--- src/rtl/branch_resolve_bht.sv ---
// branch_resolve_bht: EX-stage branch/jump resolution with redirect select,
// a saturating-counter branch history table and branch/mispredict counters.
module branch_resolve_bht #(
    parameter int XLEN        = 32,
    parameter int BHT_ENTRIES = 64,
    parameter int CTR_BITS    = 2,
    parameter int PERF_W      = 32
) (
    input  logic              clk,
    input  logic              rst_n,
    input  logic [XLEN-1:0]   if_pc,
    output logic              if_pred_taken,
    input  logic              ex_valid,
    input  logic              ex_stall,
    input  logic [31:0]       ex_inst,
    input  logic [XLEN-1:0]   ex_pc,
    input  logic              ex_pred_taken,
    input  logic              BrEq,
    input  logic              BrLT,
    output logic [1:0]        pc_sel,
    output logic              flush,
    output logic              ill_branch,
    output logic [PERF_W-1:0] branch_cnt,
    output logic [PERF_W-1:0] mispred_cnt
);
    localparam int IDX = $clog2(BHT_ENTRIES);
    localparam logic [CTR_BITS-1:0] CTR_MAX  = '1;
    localparam logic [CTR_BITS-1:0] CTR_INIT = CTR_MAX >> 1;

    logic [CTR_BITS-1:0] bht [BHT_ENTRIES];
    logic [6:0]          op;
    logic [2:0]          f3;
    logic                act, is_br, is_jmp, br_ill, cond, taken;
    logic [IDX-1:0]      ex_idx;
    logic [CTR_BITS-1:0] ctr, ctr_nxt;
    logic                unused_bits;

    assign op     = ex_inst[6:0];
    assign f3     = ex_inst[14:12];
    assign act    = ex_valid & ~ex_stall;
    assign is_br  = op == 7'b1100011;
    assign is_jmp = op == 7'b1101111 || op == 7'b1100111;
    assign br_ill = is_br && f3[2:1] == 2'b01;
    assign cond   = act & is_br & ~br_ill;
    // f3[2] picks the LT family, f3[0] inverts the sense
    assign taken  = f3[2] ? (BrLT ^ f3[0]) : (BrEq ^ f3[0]);

    always_comb begin
        pc_sel = !act ? 2'b00 :
                 is_jmp ? 2'b01 :
                 !cond ? 2'b00 :
                 (taken & ~ex_pred_taken) ? 2'b01 :
                 (~taken & ex_pred_taken) ? 2'b10 : 2'b00;
    end

    assign flush      = |pc_sel;
    assign ill_branch = act & br_ill;

    assign ex_idx        = ex_pc[IDX+1:2];
    assign if_pred_taken = bht[if_pc[IDX+1:2]][CTR_BITS-1];
    assign ctr           = bht[ex_idx];
    assign ctr_nxt       = taken ? ((ctr == CTR_MAX) ? ctr : ctr + 1'b1)
                                 : ((ctr == '0) ? ctr : ctr - 1'b1);

    always_ff @(posedge clk or negedge rst_n) begin
        if (!rst_n) begin
            for (int i = 0; i < BHT_ENTRIES; i++) bht[i] <= CTR_INIT;
            branch_cnt  <= '0;
            mispred_cnt <= '0;
        end else if (cond) begin
            bht[ex_idx] <= ctr_nxt;
            branch_cnt  <= branch_cnt + PERF_W'(1);
            mispred_cnt <= mispred_cnt + PERF_W'(flush);
        end
    end

    assign unused_bits = ^{if_pc[XLEN-1:IDX+2], if_pc[1:0], ex_pc[XLEN-1:IDX+2],
                           ex_pc[1:0], ex_inst[31:15], ex_inst[11:7]};
endmodule

--- config.mk ---
export PLATFORM = sky130hd
export DESIGN_NAME = branch_resolve_bht
export DESIGN_NICKNAME = d
export VERILOG_FILES = /design/src/rtl/branch_resolve_bht.sv
export SDC_FILE = /design/constraint.sdc
export NUM_CORES = 1
export LEC_CHECK = 0
export BUFFER_PORTS_ARGS = -buffer_cell sky130_fd_sc_hd__buf_2
export CAP_MARGIN = 15
export CORE_MARGIN = 3
export CORE_UTILIZATION = 35
export DETAILED_ROUTE_END_ITERATION = 7
export PLACE_DENSITY = 0.55
export SYNTH_ARGS = -nofsm -noshare
export SYNTH_HDL_FRONTEND = slang
export SYNTH_SLANG_ARGS = --single-unit
--- constraint.sdc ---
create_clock -name clk -period 3.6 [get_ports clk]
set_input_delay 0.36 -clock clk [delete_from_list [all_inputs] [get_ports clk]]
set_output_delay 0.36 -clock clk [all_outputs]
set_load 0.005 [all_outputs]
==> impl_results.md <==
* Final worst path period share at 81.0%
* Crit path top cell by count: nand4_1
* Number of DRC markers in iteration 0 at 653
* Crit-path cells: buf_2 -> or4b_1 -> nor4b_4 -> a21oi_1 -> nor3b_1 -> or2_2 -> ha_1 -> and2_1 -> nand4_1 -> nor2_1 -> and4_1 -> nand4_1 -> xnor2_1
* Routed len/inst at 18.1 um
* Slew of the pin with the lowest slew margin at 0.862 ns
* Post-Syn Area at 9810 um2
* Synth unique cells at 62
* Worst Path Max Fanout at 8
* Area fraction in compound gates after synthesis at 13.4%
* Rel. slew slack at 42.5%
* H-tree level count at 4
* Worst EP arrival at 3.25 ns
* Global route overflow at 0
* Final Critical Period at 2.92 ns
* Synth Register Bits at 192
* DPL Wire Length at 17800 um
* Hold Buf Count CTS at 0
* CORE AREA at 27300 um2
* HP Class: input pin to async pin
* CTS tree: built
* Crit. End Element: register
* Synth Area in XOR/XNOR at 5.54%
* Final TNS setup at 0 ns
* YS warnings at 0
* Initial Utilization at 36.0%
* Die Span X at 173 um
* Ys flop type: dfrtp_1
* Routability cong. at 0.822
* Clock Skew at 0.0143 ns
* Adder-cell share of the synthesized area at 0.600%
* Routed wire length at 26200 um
* Die H at 173 um
* # DRC at 0
* Pwr dens at 391 nW/um2
* Boundary Pins at 172
* R2R depth at 9
* Clock sinks at 192
* CP startpoint kind: input pin
* Ys async rst share at 100%
* Status: finished, violations left
* Number of enable flip-flop cells after synthesis at 0
* Largest net degree at the start of global routing at 104
* Gr usage total at 17.4%
* Share of cells above drive strength 1 at 28.1%
* Commonest non-fill, non-tap cell in the layout: nand2_1
* Vias at 7660
* Slew Viols, Final at 0
* Number of CTS-inserted buffers at 17
* First-pass GRT wire length at 41900 um
* Total of max-cap violations at 0
* Vias in the first global route at 7343
* Post-route ant nets at 0
* DRT Pass-1 Iters at 5
* Multiplexer area fraction after synthesis at 10.5%
* Clk_lat worst skew at 0.44 ns
* Fmax at 0.343 GHz
* Max IR drop VDD at 0.260 mV
* Root Buffer: clkbuf_16
* Largest family of logic cells by synthesized area: simple AND/OR/NAND/NOR gates
* Largest stage delay, worst path at 0.61 ns
* IO buf count at 97
* Violations in the final reports: hold timing
* Syn_area_per_cell at 10.2 um2
* Setup Fix Bufs, Post-CTS at 0
* Final hold vios at 3
* Clock Tree Buf Depth at 2
* Synth Area in Simple Gates at 16.4%
* Initial antenna violation count at 0
* Worst r2r src: bht[95]
* Most frequent cells in the layout: 160 x nand2_1, 128 x dfrtp_1, 96 x buf_2, 74 x nor2_1, 68 x a21oi_1
* Clk slew on worst S/H paths at 0.09 ns
* # nets final at 1165
* Critical path class: input pin to register
* Vias per inst at 5.30
* Pwr Total at 4480 uW
* Ant diodes at 0
* WHS at -0.00637 ns
* Leak at 0.00493 uW
* Worst path required time at 3.93 ns
* Syn_nets at 1069
* R2R Setup Slk at 0.82 ns
* Post-synthesis sequential area ratio at 49.8%
* Cell Rows at 60
* Reg2reg end: bht[55]
* Final setup violation count at 0
* Cell at the slowest stage of the critical path: or4b_1
* Area of the die at 30100 um2
* Post-synthesis instance total at 963
* Layout Area Growth over Synthesis at 16.9%
* # resized after CTS at 0
* Unrepaired setup endpoints after global routing: false
routing by layer:
layer / global-route usage (%) / vias to the layer above / part of all wire [%]
met4: 3.34 / 0 / 0.78
met5: 0 / - / 0
met1: 26.0 / 3751 / 48
met2: 26.5 / 250 / 45
li1: - / 3644 / -
met3: 3.07 / 15 / 6.0
per-stage QoR:
step | setup WS [ns] | area, um2 | std cells | util [%]
after floorplan | 0.351 | 9810 | 963 | -
after global placement | 0.232 | 10800 | 1412 | 39.8
after detailed placement | 0.208 | 10800 | 1412 | 39.8
after CTS | 0.669 | 11500 | 1444 | 42.1
after global routing | 0.358 | 11500 | 1444 | 42.1
final | 0.683 | 11500 | 1444 | 42.1
where the power goes:
part / total (uW) / internal (uW) / switching, uW
Combinational: 354 / 103 / 251
Sequential: 2170 / 2160 / 2.93
Clock: 1960 / 949 / 1010
Total: 4480 / 3210 / 1260
state kept, by name, indices dropped and copies added, names as in the netlist:
name and flops:
mispred_cnt 32, bht 128, branch_cnt 32
kinds of logic (layout without fill, tap and decap cells):
kind of cell,after synthesis,in the layout
and+or+nand+nor,346,346
buffers and inverters,75,184
DFF,192,192
xor gates and xnor gates,62,62
adders and majority gates,5,5
AOI/OAI and AO/OA,221,221
muxes,62,62
critical path: cells and delay by family:
family                     cells  cell delay (ns)
AOI/OAI and AO/OA              1             0.10
xor gates and xnor gates       1             0.14
adders and majority gates      1             0.16
buffers and inverters          1             0.11
and+or+nand+nor                9             2.39
how the worst max path moves through the flow:
stage,startpoint,endpoint,slack (ns)
2_1_floorplan,ex_stall,mispred_cnt[20],0.35
3_3_place_gp,ex_stall,mispred_cnt[31],0.23
3_5_place_dp,ex_stall,mispred_cnt[27],0.21
4_1_cts,ex_stall,mispred_cnt[31],0.67
5_1_grt,ex_stall,mispred_cnt[31],0.36
6_report,ex_stall,mispred_cnt[31],0.68
cell usage after synthesis, drive strengths merged, types with 5 or more instances:
library cell | number | area [um2]
nand2 | 160 | 601
buf | 33 | 211
mux2i | 16 | 160
nand2b | 5 | 31.3
nor2 | 77 | 294
dfstp | 64 | 1680
xor2 | 16 | 140
mux2 | 15 | 169
inv | 10 | 37.5
mux4 | 31 | 698
o31ai | 5 | 42.5
and3 | 11 | 68.8
a221oi | 7 | 61.3
dfrtp | 128 | 3200
nor2b | 5 | 31.3
xnor2 | 46 | 403
o21ai | 69 | 345
and2 | 9 | 56.3
nand4 | 17 | 106
a31oi | 43 | 269
nor3b | 6 | 61.3
a221o | 6 | 60.1
a21oi | 68 | 340
clkbuf | 32 | 120
nand3 | 28 | 140
nor3 | 10 | 60.1
and4 | 6 | 52.6
cell type report:
type	count	area [um2]
Clock buffer	17	425
Tap cell	372	465
Timing Repair Buffer	142	895
Inverter	10	37.5
Fill cell	2611	15800
Clock inverter	15	186
Sequential cell	192	4880
Multi-Input combinational cell	696	4570
No activity file was read; power rests on OpenSTA's default activity.
